`config.mk`:
```
export PLATFORM = sky130hd
export DESIGN_NAME = whitening_tx
export DESIGN_NICKNAME = d
export VERILOG_FILES = /design/src/rtl/whitening_pkg.sv /design/src/rtl/whitening_lfsr.sv /design/src/rtl/whitening_tx.sv
export SDC_FILE = /design/constraint.sdc
export NUM_CORES = 1
export LEC_CHECK = 0
export ABC_CLOCK_PERIOD_IN_PS = 5000
export CAP_MARGIN = 30
export CELL_PAD_IN_SITES_DETAIL_PLACEMENT = 1
export CELL_PAD_IN_SITES_GLOBAL_PLACEMENT = 1
export CORE_MARGIN = 2
export CORE_UTILIZATION = 46
export CTS_CLUSTER_SIZE = 10
export DETAILED_ROUTE_END_ITERATION = 6
export GPL_ROUTABILITY_DRIVEN = 0
export PLACE_DENSITY = 0.91
export SYNTH_ARGS = -nofsm -noshare
export SYNTH_HDL_FRONTEND = slang
export SYNTH_SLANG_ARGS = --single-unit
```
`constraint.sdc`:
```
create_clock -name clock -period 5 [get_ports clock]
set_input_delay 1 -clock clock [delete_from_list [all_inputs] [get_ports clock]]
set_output_delay 1 -clock clock [all_outputs]
set_load 0.1 [all_outputs]
```
`src/rtl/whitening_pkg.sv`:
```
// Shared types and constants for the whitening transmitter and its scrambler.
package whitening_pkg;

    // Transmit FSM states; ST_PRE is only reachable in builds with the preamble feature.
    typedef enum logic [1:0] {
        ST_IDLE = 2'd0,
        ST_PRE  = 2'd1,
        ST_DATA = 2'd2,
        ST_END  = 2'd3
    } state_t;

    localparam int LFSR_W         = 7;
    localparam int TAP_HI         = 6;
    localparam int TAP_LO         = 3;
    localparam int BIT_PERIOD_DEF = 50;
    localparam int CNT_W_DEF      = 16;

    // One self-synchronous scrambler output bit for data bit d against state s.
    function automatic logic whiten_bit(input logic d, input logic [LFSR_W-1:0] s);
        return d ^ s[TAP_HI] ^ s[TAP_LO];
    endfunction

endpackage

```
`src/rtl/whitening_lfsr.sv`:
```
// Self-synchronous 7-bit scrambler step. i_clear makes the current step see an
// all-zero state, so a frame's first bit can be scrambled on the same cycle the
// state is cleared. The scrambled bit is shifted in, which is what lets a
// receiver run the inverse with the same structure.
module whitening_lfsr
    import whitening_pkg::*;
(
    input  logic i_clk,
    input  logic i_rst_n,
    input  logic i_clear,
    input  logic i_step,
    input  logic i_d,
    output logic o_out
);

    logic [LFSR_W-1:0] r_state;
    logic [LFSR_W-1:0] w_eff;

    // Effective state for this cycle and the scrambled output bit.
    always_comb begin
        w_eff = i_clear ? '0 : r_state;
        o_out = whiten_bit(i_d, w_eff);
    end

    // Advance on step, otherwise just commit any clear.
    always_ff @(posedge i_clk) begin
        if (!i_rst_n) begin
            r_state <= '0;
        end else if (i_step) begin
            r_state <= {w_eff[LFSR_W-2:0], o_out};
        end else begin
            r_state <= w_eff;
        end
    end

endmodule

```
`src/rtl/whitening_tx.sv`:
```
// Whitening serial transmitter: accepts bytes on a valid/ready port, scrambles
// them and sends each bit LSB first for BIT_PERIOD clocks with trigger_out
// framing the data bits. A one-byte holding register lets consecutive bytes of
// a frame run without a gap.
// Optional feature: define WHITEN_PREAMBLE_EN to send an unwhitened PREAMBLE
// byte (flagged by preamble_out) before the first data bit of every frame.
//
// Handshake: a byte transfers on a posedge where tx_valid && tx_ready; tx_ready
// is registered and never depends on tx_valid; while tx_ready is low the
// source must hold tx_data/tx_last/tx_valid stable.
module whitening_tx
    import whitening_pkg::*;
#(
    parameter int BIT_PERIOD = BIT_PERIOD_DEF,
    parameter int CNT_W      = CNT_W_DEF
`ifdef WHITEN_PREAMBLE_EN
    ,
    parameter logic [7:0] PREAMBLE = 8'hAA
`endif
) (
    input  logic       clock,
    input  logic       reset,
    input  logic [7:0] tx_data,
    input  logic       tx_valid,
    input  logic       tx_last,
    output logic       tx_ready,
    output logic       output_data,
    output logic       trigger_out,
    output logic       preamble_out,
    output logic       busy,
    output logic       done,
    output logic       underrun,
    output logic [1:0] dbg_state
);

    state_t           r_state;
    state_t           w_state_nxt;
    logic [CNT_W-1:0] r_period_cnt, w_period_nxt;
    logic [2:0]       r_bit_cnt, w_bit_nxt;
    logic [7:0]       r_shift, w_shift_nxt;
    logic             r_cur_last, w_cur_last_nxt;
    logic [7:0]       r_hold, w_hold_nxt;
    logic             r_hold_last, w_hold_last_nxt;
    logic             r_hold_valid, w_hold_valid_nxt;
    logic             r_tx_ready, w_ready_nxt;
    logic             r_out_data, w_out_nxt;
    logic             r_trigger, w_trig_nxt;
    logic             r_done, w_done_nxt;
    logic             r_underrun, w_underrun_nxt;
`ifdef WHITEN_PREAMBLE_EN
    logic             r_preamble, w_pre_nxt;
`endif

    logic       w_accept;
    logic       w_period_wrap;
    logic       w_next_avail;
    logic [7:0] w_next_byte;
    logic       w_next_last;
    logic       w_lfsr_clear;
    logic       w_lfsr_step;
    logic       w_lfsr_d;
    logic       w_lfsr_out;

    whitening_lfsr u_lfsr (
        .i_clk   (clock),
        .i_rst_n (reset),
        .i_clear (w_lfsr_clear),
        .i_step  (w_lfsr_step),
        .i_d     (w_lfsr_d),
        .o_out   (w_lfsr_out)
    );

    // Handshake and next-byte source; a byte arriving on the cycle it is needed bypasses the holding register.
    always_comb begin
        w_accept      = tx_valid & r_tx_ready;
        w_period_wrap = (r_period_cnt == CNT_W'(BIT_PERIOD - 1));
        w_next_avail  = r_hold_valid | w_accept;
        w_next_byte   = r_hold_valid ? r_hold : tx_data;
        w_next_last   = r_hold_valid ? r_hold_last : tx_last;
    end

    // Scrambler input: the bit that will be driven next; state reads as zero outside DATA.
    always_comb begin
        w_lfsr_clear = (r_state != ST_DATA);
        w_lfsr_d     = 1'b0;
        case (r_state)
            ST_IDLE: w_lfsr_d = tx_data[0];
`ifdef WHITEN_PREAMBLE_EN
            ST_PRE:  w_lfsr_d = r_shift[0];
`endif
            ST_DATA: w_lfsr_d = (r_bit_cnt == 3'd7) ? w_next_byte[0] : r_shift[1];
            default: w_lfsr_d = 1'b0;
        endcase
    end

    // Next state, counters, data registers and registered outputs.
    always_comb begin
        w_state_nxt      = r_state;
        w_period_nxt     = r_period_cnt;
        w_bit_nxt        = r_bit_cnt;
        w_shift_nxt      = r_shift;
        w_cur_last_nxt   = r_cur_last;
        w_hold_nxt       = r_hold;
        w_hold_last_nxt  = r_hold_last;
        w_hold_valid_nxt = r_hold_valid;
        w_out_nxt        = r_out_data;
        w_trig_nxt       = r_trigger;
        w_done_nxt       = 1'b0;
        w_underrun_nxt   = 1'b0;
        w_lfsr_step      = 1'b0;
        w_ready_nxt      = 1'b0;
`ifdef WHITEN_PREAMBLE_EN
        w_pre_nxt        = r_preamble;
`endif

        case (r_state)
            ST_IDLE: begin
                w_out_nxt  = 1'b0;
                w_trig_nxt = 1'b0;
                if (w_accept) begin
                    w_shift_nxt    = tx_data;
                    w_cur_last_nxt = tx_last;
                    w_period_nxt   = '0;
                    w_bit_nxt      = '0;
`ifdef WHITEN_PREAMBLE_EN
                    w_state_nxt    = ST_PRE;
                    w_out_nxt      = PREAMBLE[0];
                    w_pre_nxt      = 1'b1;
`else
                    w_state_nxt    = ST_DATA;
                    w_lfsr_step    = 1'b1;
                    w_out_nxt      = w_lfsr_out;
                    w_trig_nxt     = 1'b1;
`endif
                end
            end

`ifdef WHITEN_PREAMBLE_EN
            ST_PRE: begin
                if (w_accept) begin
                    w_hold_nxt       = tx_data;
                    w_hold_last_nxt  = tx_last;
                    w_hold_valid_nxt = 1'b1;
                end
                if (!w_period_wrap) begin
                    w_period_nxt = r_period_cnt + CNT_W'(1);
                end else begin
                    w_period_nxt = '0;
                    if (r_bit_cnt != 3'd7) begin
                        w_bit_nxt = r_bit_cnt + 3'd1;
                        w_out_nxt = PREAMBLE[r_bit_cnt + 3'd1];
                    end else begin
                        // Hand over to the first data bit with no idle cycle.
                        w_state_nxt = ST_DATA;
                        w_bit_nxt   = '0;
                        w_pre_nxt   = 1'b0;
                        w_trig_nxt  = 1'b1;
                        w_lfsr_step = 1'b1;
                        w_out_nxt   = w_lfsr_out;
                    end
                end
            end
`endif

            ST_DATA: begin
                if (w_accept) begin
                    w_hold_nxt       = tx_data;
                    w_hold_last_nxt  = tx_last;
                    w_hold_valid_nxt = 1'b1;
                end
                if (!w_period_wrap) begin
                    w_period_nxt = r_period_cnt + CNT_W'(1);
                end else begin
                    w_period_nxt = '0;
                    if (r_bit_cnt != 3'd7) begin
                        w_bit_nxt   = r_bit_cnt + 3'd1;
                        w_shift_nxt = {1'b0, r_shift[7:1]};
                        w_lfsr_step = 1'b1;
                        w_out_nxt   = w_lfsr_out;
                    end else if (r_cur_last) begin
                        w_state_nxt = ST_END;
                        w_trig_nxt  = 1'b0;
                        w_out_nxt   = 1'b0;
                        w_done_nxt  = 1'b1;
                    end else if (w_next_avail) begin
                        // Seamless continuation: scrambler keeps running across bytes.
                        w_bit_nxt        = '0;
                        w_shift_nxt      = w_next_byte;
                        w_cur_last_nxt   = w_next_last;
                        w_hold_valid_nxt = 1'b0;
                        w_lfsr_step      = 1'b1;
                        w_out_nxt        = w_lfsr_out;
                    end else begin
                        w_state_nxt    = ST_IDLE;
                        w_trig_nxt     = 1'b0;
                        w_out_nxt      = 1'b0;
                        w_underrun_nxt = 1'b1;
                    end
                end
            end

            ST_END: begin
                w_state_nxt = ST_IDLE;
                w_trig_nxt  = 1'b0;
                w_out_nxt   = 1'b0;
            end

            default: begin
                w_state_nxt = ST_IDLE;
                w_trig_nxt  = 1'b0;
                w_out_nxt   = 1'b0;
            end
        endcase

        // A byte queued behind a last byte would belong to the next frame,
        // so the holding register is closed once the current byte is last.
        case (w_state_nxt)
            ST_IDLE: w_ready_nxt = 1'b1;
            ST_END:  w_ready_nxt = 1'b0;
            default: w_ready_nxt = !w_hold_valid_nxt && !w_cur_last_nxt;
        endcase
    end

    // FSM state register.
    always_ff @(posedge clock) begin
        if (!reset) begin
            r_state <= ST_IDLE;
        end else begin
            r_state <= w_state_nxt;
        end
    end

    // Datapath and registered outputs.
    always_ff @(posedge clock) begin
        if (!reset) begin
            r_period_cnt <= '0;
            r_bit_cnt    <= '0;
            r_shift      <= '0;
            r_cur_last   <= 1'b0;
            r_hold       <= '0;
            r_hold_last  <= 1'b0;
            r_hold_valid <= 1'b0;
            r_tx_ready   <= 1'b0;
            r_out_data   <= 1'b0;
            r_trigger    <= 1'b0;
            r_done       <= 1'b0;
            r_underrun   <= 1'b0;
`ifdef WHITEN_PREAMBLE_EN
            r_preamble   <= 1'b0;
`endif
        end else begin
            r_period_cnt <= w_period_nxt;
            r_bit_cnt    <= w_bit_nxt;
            r_shift      <= w_shift_nxt;
            r_cur_last   <= w_cur_last_nxt;
            r_hold       <= w_hold_nxt;
            r_hold_last  <= w_hold_last_nxt;
            r_hold_valid <= w_hold_valid_nxt;
            r_tx_ready   <= w_ready_nxt;
            r_out_data   <= w_out_nxt;
            r_trigger    <= w_trig_nxt;
            r_done       <= w_done_nxt;
            r_underrun   <= w_underrun_nxt;
`ifdef WHITEN_PREAMBLE_EN
            r_preamble   <= w_pre_nxt;
`endif
        end
    end

    assign tx_ready     = r_tx_ready;
    assign output_data  = r_out_data;
    assign trigger_out  = r_trigger;
    assign busy         = (r_state != ST_IDLE);
    assign done         = r_done;
    assign underrun     = r_underrun;
    assign dbg_state    = r_state;
`ifdef WHITEN_PREAMBLE_EN
    assign preamble_out = r_preamble;
`else
    assign preamble_out = 1'b0;
`endif

endmodule
```
==> flow_summary.yaml, run 1 <==
status:
  status: "completed"
cts:
  clock_latency_ns: 0.31
  post_cts_buffers: 0
  cts.sinks: 51
  postCtsHoldBufs: 0
  cts_tree: "done"
  cts_htree_levels: 2
  clk_pin_slew_ns: 0.08
  root_buffer: "clkbuf_8"
  clockBufferDepth: 2
  cts_resized: 0
  numCtsBuffers: 5
global_routing:
  grt_pass1_vias: 2338
  antenna_found_initial: 0
  grt_max_degree: 31
  grt.overflow.total: 0
  grt_pass1_wl_um: 11700
  grt_usage: 0.250
critical_path:
  cp_max_fo: 12
  critPathRequiredTime_ns: 4.00
  critPathMaxStageDelay_ns: 1.14
  crit_chain: "nor2_1 -> inv_1 -> clkdlybuf4s50_1"
  path_class: "flop to output port"
  crit_slowest_cell: "clkdlybuf4s50_1"
  arrival_ns: 2.25
  start_kind: "flop"
  endpoint_kind: "output port"
placement:
  post-place-ws_ns: 1.97
  placed_cell_area_mm2: 0.00266
  hpwl_um: 4920
  portBuffers: 19
sta:
  clock.fmax_ghz: 0.308
  fin_crit_ns: 3.25
  slew_headroom: 0.331
  fin_ws_ns: 1.75
  timing_hold_violations_final: 0
  finClkSkew_ns: 0.0126
  post-route-period-util: 0.650
  setup_tns_ns: 0
  finalSetupViolCount: 0
  drv_slew: 0
  worst_slew_pin_slew_ns: 1.00
  rsz0062_at_grt: "false"
drt:
  drc: 0
  first_pass_iters: 4
  dr.first_iter.drc_count: 151
  avgRoutedWirePerCell_um: 18.3
  wl_um: 6950
  via_per_inst: 6.04
  vias: 2294
  ant_nets: 0
power:
  p_leak_nw: 0.911
  ir_worst_vdd_mv: 0.201
  p_per_area_mw_per_mm2: 364
  p_total_mw: 0.999
yosys:
  synth_cell_types: 50
  synth-seq-cells: 51
  yosysSeqAreaShare: 0.417
  synth_warnings: 0
  synth-async-reset-ratio: 0
  synth-edff-count: 0
  syn-cell-area_mm2: 0.00245
  avgSynthCellArea_um2: 8.17
  synthCells: 300
  syn_nets: 317
  ys.flop_type: "dfxtp_1"
final_layout:
  fin_util: 0.534
  nets: 327
  drive_above_1_share: 0.0581
  diodes: 0
  area_delta_synth_final_pct: 12.0
  stdcell_area_mm2: 0.00275
floorplan:
  initial_core_util: 0.477
  placementRows: 26
  die_area_mm2: 0.00593
  ios: 21
  core_area_mm2: 0.00514
  die_x_um: 77.0
  dieHeight_um: 77.0
flow_run:
  maxCapViolations: 0
hold_path:
  min_path_type: "flop to flop"
stage by stage:
| step | hold slack (ns) | std cells |
|---|---|---|
| 2_1_floorplan | 0.427 | 300 |
| 3_3_place_gp | 0.441 | 372 |
| 3_5_place_dp | 0.451 | 373 |
| 4_1_cts | 0.466 | 380 |
| 5_1_grt | 0.481 | 380 |
| 6_report | 0.462 | 380 |
area by class of cell:
| type | instances | area [µm²] |
|---|---|---|
| multi-input cells | 227 | 1330 |
| repair buffers | 20 | 201 |
| flip-flops and latches | 51 | 1020 |
| clock buffers | 6 | 82.6 |
| well taps | 70 | 87.6 |
| clock inverters | 1 | 5.00 |
| fillers | 659 | 2390 |
| inverters | 5 | 18.8 |
final timing paths:
path	start	cells after the start	to	slack, ns
setup / recovery	dbg_state[1]	3	busy	1.75
hold / removal	r_hold[7]	2	r_hold[7]	0.46
hold reg to reg	r_hold[7]	2	r_hold[7]	0.46
setup reg to reg	r_period_cnt[0]	9	tx_ready	2.11
registers in the layout, indices dropped and copies added, names as in the netlist:
register,cells
dbg_state,2
done,1
output_data,1
r_bit_cnt,3
r_cur_last,1
r_hold,8
r_hold_last,1
r_hold_valid,1
r_period_cnt,16
r_shift,7
trigger_out,1
tx_ready,1
u_lfsr.r_state,7
underrun,1
layer usage:
metal / routed length, µm / track usage / vias to the layer above
met4: 111 / 0.0857 / 0
met5: 0 / 0 / -
li1: - / - / 1092
met2: 3400 / 0.414 / 64
met3: 351 / 0.0565 / 14
met1: 3090 / 0.322 / 1124
cell usage in the layout (no fill, tap or decap), types with 2 or more instances in the layout:
| cell | instances |
|---|---|
| or3_1 | 2 |
| nand3_1 | 3 |
| xnor2_1 | 4 |
| dfxtp_1 | 51 |
| nor2_1 | 25 |
| o21a_1 | 2 |
| o21ai_0 | 6 |
| nand2_1 | 59 |
| nand2b_1 | 5 |
| a21oi_1 | 32 |
| inv_1 | 5 |
| and3_1 | 2 |
| ha_1 | 5 |
| clkbuf_8 | 6 |
| nor3_1 | 7 |
| a311oi_1 | 4 |
| a221oi_1 | 2 |
| or3b_2 | 2 |
| o211ai_1 | 6 |
| and4_1 | 4 |
| nor4_1 | 4 |
| clkdlybuf4s50_1 | 19 |
| nand4b_1 | 2 |
| nor2b_1 | 3 |
| and2_1 | 4 |
| xor2_1 | 6 |
| nand4_1 | 10 |
| o22ai_1 | 7 |
power by group:
group	switching (mW)	total, mW	leakage [nW]	internal [mW]
logic	0.208	0.293	0.451	0.0852
registers	0.0257	0.458	0.413	0.432
clock network	0.139	0.248	0.0470	0.109
total	0.372	0.999	0.911	0.626
critical path, delay by kind of cell (launching register included):
family / cells / cell delay, ns
buffers and inverters: 2 / 1.25
DFF: 1 / 0.57
and+or+nand+nor: 1 / 0.13
cells by family after synthesis:
logic type | Yosys count | share of synthesized area
AO/OA/AOI/OAI | 71 | 0.191
flip-flops | 51 | 0.417
AND/OR/NAND/NOR | 140 | 0.288
adder cells (fa/ha/maj) | 5 | 0.0255
other | 1 | 0.00153
buffers and inverters | 22 | 0.0413
XOR/XNOR | 10 | 0.0357
synth_stat cells (2+ instances only):
master    number  area share
nor2_1        25       0.038
nor4_1         4       0.010
a21oi_1       32       0.065
nand4b_1       2      0.0071
a221oi_1       2      0.0071
clkbuf_1      14       0.021
dfxtp_1       51        0.42
and3_1         2      0.0051
o21a_1         2      0.0061
nand2_1       59       0.090
nand2b_1       5       0.013
o211ai_1       6       0.018
and4_1         4       0.014
or3_1          2      0.0051
inv_1          5      0.0077
o21ai_0        6       0.012
xor2_1         6       0.021
or3b_2         2      0.0071
xnor2_1        4       0.014
nor2b_1        3      0.0077
and2_1         4       0.010
buf_6          2      0.0092
nand3_1        3      0.0061
a311oi_1       4       0.014
nor3_1         7       0.014
o22ai_1        7       0.018
ha_1           5       0.026
nand4_1       10       0.026
Note: power is estimated with default switching activity, not from simulation.
==> inputs of run 2 (changes only) <==
- ABC_CLOCK_PERIOD_IN_PS: 5000 -> 2600
- CORE_UTILIZATION: 46 -> 39
- PLACE_DENSITY: 0.91 -> 0.82
- clock period: 5 -> 2.6 ns (I/O delays scaled with it)
==> flow_summary.yaml, run 2 (synthesized netlist as in run 1, its figures left out) <==
critical_path:
  r2r_setup_slack_ns: 0.25
  r2r_start: "r_period_cnt[8]"
  cp_max_fo: 5
  start_kind: "flop"
  rr_endpoint: "tx_ready"
  ff2ff_path_depth: 8
  arrival_ns: 2.58
  critPathRequiredTime_ns: 2.83
  endpoint_kind: "flop"
  path_class: "flop to flop"
placement:
  placed_cell_area_mm2: 0.00274
  dp.cells: 391
  hpwl_um: 4900
  portBuffers: 19
global_routing:
  grt.overflow.total: 0
  grt_usage: 0.203
  antenna_found_initial: 0
  grt_pass1_vias: 2414
  grt_max_degree: 30
  grt_pass1_wl_um: 11700
sta:
  rsz0062_at_grt: "false"
  drv_slew: 0
  clock.fmax_ghz: 0.426
  setup_tns_ns: 0
  finalSetupViolCount: 0
  fin_crit_ns: 2.35
  slew_headroom: 0.625
  timing_hold_violations_final: 0
  worst_slew_pin_slew_ns: 0.558
  finClkSkew_ns: 0.0110
  post-route-period-util: 0.902
final_layout:
  top_regs: "r_period_cnt: 16 flops, r_hold: 8 flops"
  top_register: "r_period_cnt"
  stdcell_area_mm2: 0.00290
  diodes: 0
  drive_above_1_share: 0.132
  final_common_cell: "nand2_1"
  largest_reg_flops: 16
  nets: 341
  most-common-layout-cells: "nand2_1 (59), dfxtp_1 (50), a21oi_1 (32), nor2_1 (25), buf_4 (23)"
  final_cells: 400
  fill_cells: 734
  area_delta_synth_final_pct: 18.3
drt:
  first_pass_iters: 4
  dr.first_iter.drc_count: 105
  via_per_inst: 5.76
  ant_nets: 0
  vias: 2303
  avgRoutedWirePerCell_um: 16.7
  wl_um: 6660
  drc: 0
power:
  p_leak_nw: 1.02
  ir_worst_vdd_mv: 0.357
  p_per_area_mw_per_mm2: 744
cts:
  clockBufferDepth: 2
  clk_pin_slew_ns: 0.10
  cts_htree_levels: 2
  numCtsBuffers: 5
  cts.sinks: 51
  root_buffer: "clkbuf_8"
  cts_tree: "done"
  clock_latency_ns: 0.31
floorplan:
  initial_core_util: 0.409
  ios: 21
  die_area_mm2: 0.00693
  core_area_mm2: 0.00599
  placementRows: 28
  die_x_um: 83.3
  dieHeight_um: 83.3
hold_path:
  min_path_type: "flop to flop"
  min_from: "u_lfsr.r_state[5]"
  holdPathEnd: "u_lfsr.r_state[6]"
  min_path_cells: 2
status:
  status: "completed"
flow_run:
  maxCapViolations: 0
## run 2: changes by cell type in the layout (fill, tap and decap cells not counted), sizes merged
cell           before  now
clkdlybuf4s50      19   11
buf                 1   23
bufinv              0    2
clkinv              1    0
## run 2: cell type report
cell class / instances / area [µm²] / area share
clock buffers: 6 / 72.6 / 0.0250
clock inverters: 2 / 60.1 / 0.0207
inverters: 5 / 18.8 / 0.00647
multi-input cells: 227 / 1350 / 0.465
flip-flops and latches: 51 / 1020 / 0.352
well taps: 75 / 93.8 / 0.0324
repair buffers: 34 / 283 / 0.0975
## run 2: critical path, stage by stage, from the launching register on
cell      delay (ns)
dfxtp_1         0.36
or4_1           0.63
nor4_4          0.33
nand2_1         0.15
nor3_2          0.16
nand2b_1        0.13
ha_1            0.24
nand3b_1        0.17
o31ai_2         0.09
## run 2: worst max path at each step
stage / start / endpoint / slack [ns]
after floorplan: dbg_state[1] / tx_ready / 0.03
after global placement: r_period_cnt[0] / tx_ready / 0.23
after detailed placement: r_period_cnt[0] / tx_ready / 0.0007
after CTS: r_period_cnt[0] / tx_ready / 0.05
after global routing: r_period_cnt[1] / tx_ready / 0.1
final: r_period_cnt[8] / tx_ready / 0.25
## run 2: per-layer routing
metal	track usage	vias up	part of all wire
met5	0	-	0
met4	0.0551	0	0.015
met3	0.0348	10	0.027
met2	0.347	32	0.48
met1	0.263	1147	0.47
li1	-	1114	-
## run 2: report_power, final
part	total, mW	internal, mW	leakage (nW)	switching [mW]
combinational	0.625	0.206	0.539	0.418
clock	0.665	0.385	0.0654	0.280
sequential	0.869	0.831	0.413	0.0379
## run 2: stage by stage
step / setup WS [ns] / power (mW) / utilization / hold WS (ns)
final: 0.254 / 2.16 / 0.484 / 0.456
after floorplan: 0.0340 / 1.31 / - / 0.427
after CTS: 0.0458 / 2.16 / 0.481 / 0.461
after global placement: 0.228 / 1.48 / 0.457 / 0.437
after detailed placement: 0.000745 / 1.50 / 0.457 / 0.448
after global routing: 0.0974 / 2.26 / 0.484 / 0.479
## run 2: what timing repair did
item / in CTS / in global routing
hold buffers: 0 / 0
pin swaps: 0 / 2
cloned: 0 / 0
endpoints found under the setup margin: 1 / 1
gates resized for setup: 1 / 4
buffers inserted: 0 / 1
==> inputs of run 3 (changes only) <==
- PLACE_DENSITY: 0.82 -> 0.85
==> flow_summary.yaml, run 3 (synthesized netlist as in run 1, its figures left out) <==
status:
  status: "completed"
cts:
  clk_pin_slew_ns: 0.09
  postCtsHoldBufs: 0
  cts_htree_levels: 2
  clockBufferDepth: 2
  root_buffer: "clkbuf_8"
  clock_latency_ns: 0.31
  cts_tree: "done"
  cts.sinks: 51
  numCtsBuffers: 5
  post_cts_buffers: 0
power:
  p_leak_nw: 0.980
  ir_worst_vdd_mv: 0.571
  p_total_mw: 1.92
  p_per_area_mw_per_mm2: 679
drt:
  vias: 2266
  ant_nets: 0
  avgRoutedWirePerCell_um: 16.1
  via_per_inst: 5.69
  first_pass_iters: 4
  drc: 0
  wl_um: 6410
  dr.first_iter.drc_count: 99
sta:
  slew_headroom: 0.663
  post-route-period-util: 0.904
  setup_tns_ns: 0
  timing_hold_violations_final: 0
  fin_crit_ns: 2.35
  clock.fmax_ghz: 0.425
  drv_slew: 0
  rsz0062_at_grt: "false"
  finalSetupViolCount: 0
  worst_slew_pin_slew_ns: 0.503
  finClkSkew_ns: 0.0110
  fin_ws_ns: 0.248
final_layout:
  most-common-layout-cells: "nand2_1 (59), dfxtp_1 (50), a21oi_1 (32), nor2_1 (25), buf_4 (21)"
  multiInputGateArea_mm2: 0.00134
  largest_reg_flops: 16
  top_regs: "r_period_cnt: 16 flops, r_hold: 8 flops"
  area_delta_synth_final_pct: 15.3
  drive_above_1_share: 0.121
  nets: 339
  final_cells: 398
  seq_area_mm2: 0.00102
  final_common_cell: "nand2_1"
  top_register: "r_period_cnt"
  fin_util: 0.472
  diodes: 0
  fill_cells: 737
placement:
  post-place-ws_ns: 0.118
  dp.cells: 390
  portBuffers: 19
  hpwl_um: 4750
global_routing:
  grt_pass1_wl_um: 11000
  grt_usage: 0.191
  grt_busiest_layer: "met2"
  antenna_found_initial: 0
  grt_max_degree: 16
  grt.met1_usage: 0.231
  gr-usage-met3: 0.0328
  grt_pass1_vias: 2378
  met2_usage: 0.340
  grt.overflow.total: 0
hold_path:
  min_path_type: "flop to flop"
critical_path:
  start_kind: "flop"
  path_class: "flop to flop"
  r2r_setup_slack_ns: 0.25
  endpoint_kind: "flop"
  critPathRequiredTime_ns: 2.82
  cp_max_fo: 15
  arrival_ns: 2.57
floorplan:
  die_x_um: 83.3
  ios: 21
  die_area_mm2: 0.00693
  placementRows: 28
  dieHeight_um: 83.3
  initial_core_util: 0.409
  core_area_mm2: 0.00599
flow_run:
  maxCapViolations: 0
run 3: stage by stage:
step	cell area (µm²)	hold WS (ns)
final	2830	0.460
after CTS	2810	0.463
after global placement	2730	0.437
after detailed placement	2730	0.448
after floorplan	2450	0.427
after global routing	2830	0.483
run 3: cell type report:
class / count / area share
multi-input cells: 227 / 0.475
flip-flops and latches: 51 / 0.362
repair buffers: 32 / 0.0947
well taps: 75 / 0.0332
clock buffers: 7 / 0.0270
inverters: 5 / 0.00664
clock inverters: 1 / 0.00177
run 3: path summary, 6_finish.rpt:
| kind | from | end | cells after the start |
|---|---|---|---|
| worst min-delay path | r_shift[2] | r_shift[2] | 2 |
| worst max-delay path | r_period_cnt[1] | r_shift[7] | 8 |
| worst min register to register | r_shift[2] | r_shift[2] | 2 |
| worst max register to register | r_period_cnt[1] | r_shift[7] | 8 |
run 3: power breakdown:
group | internal (mW) | switching, mW
combinational | 0.191 | 0.400
sequential | 0.831 | 0.0457
clock | 0.190 | 0.261
total | 1.21 | 0.707
run 3: worst max-delay path: stages, from the launching register on:
cell      delay [ns]
dfxtp_1         0.35
inv_1           0.07
ha_1            0.12
or3b_2          0.52
o41a_1          0.50
nor3_4          0.13
buf_4           0.24
nor2_1          0.07
a311oi_1        0.26
run 3: repair_timing:
| action | in CTS | in global routing |
|---|---|---|
| resized for setup | 0 | 3 |
| setup endpoints to repair | 0 | 1 |
| hold endpoints to repair | 0 | 0 |
run 3: per-layer routing:
metal	up-vias	wire, µm
met5	-	0
met4	0	79
met3	9	165
met2	30	3170
met1	1115	2990
li1	1112	-
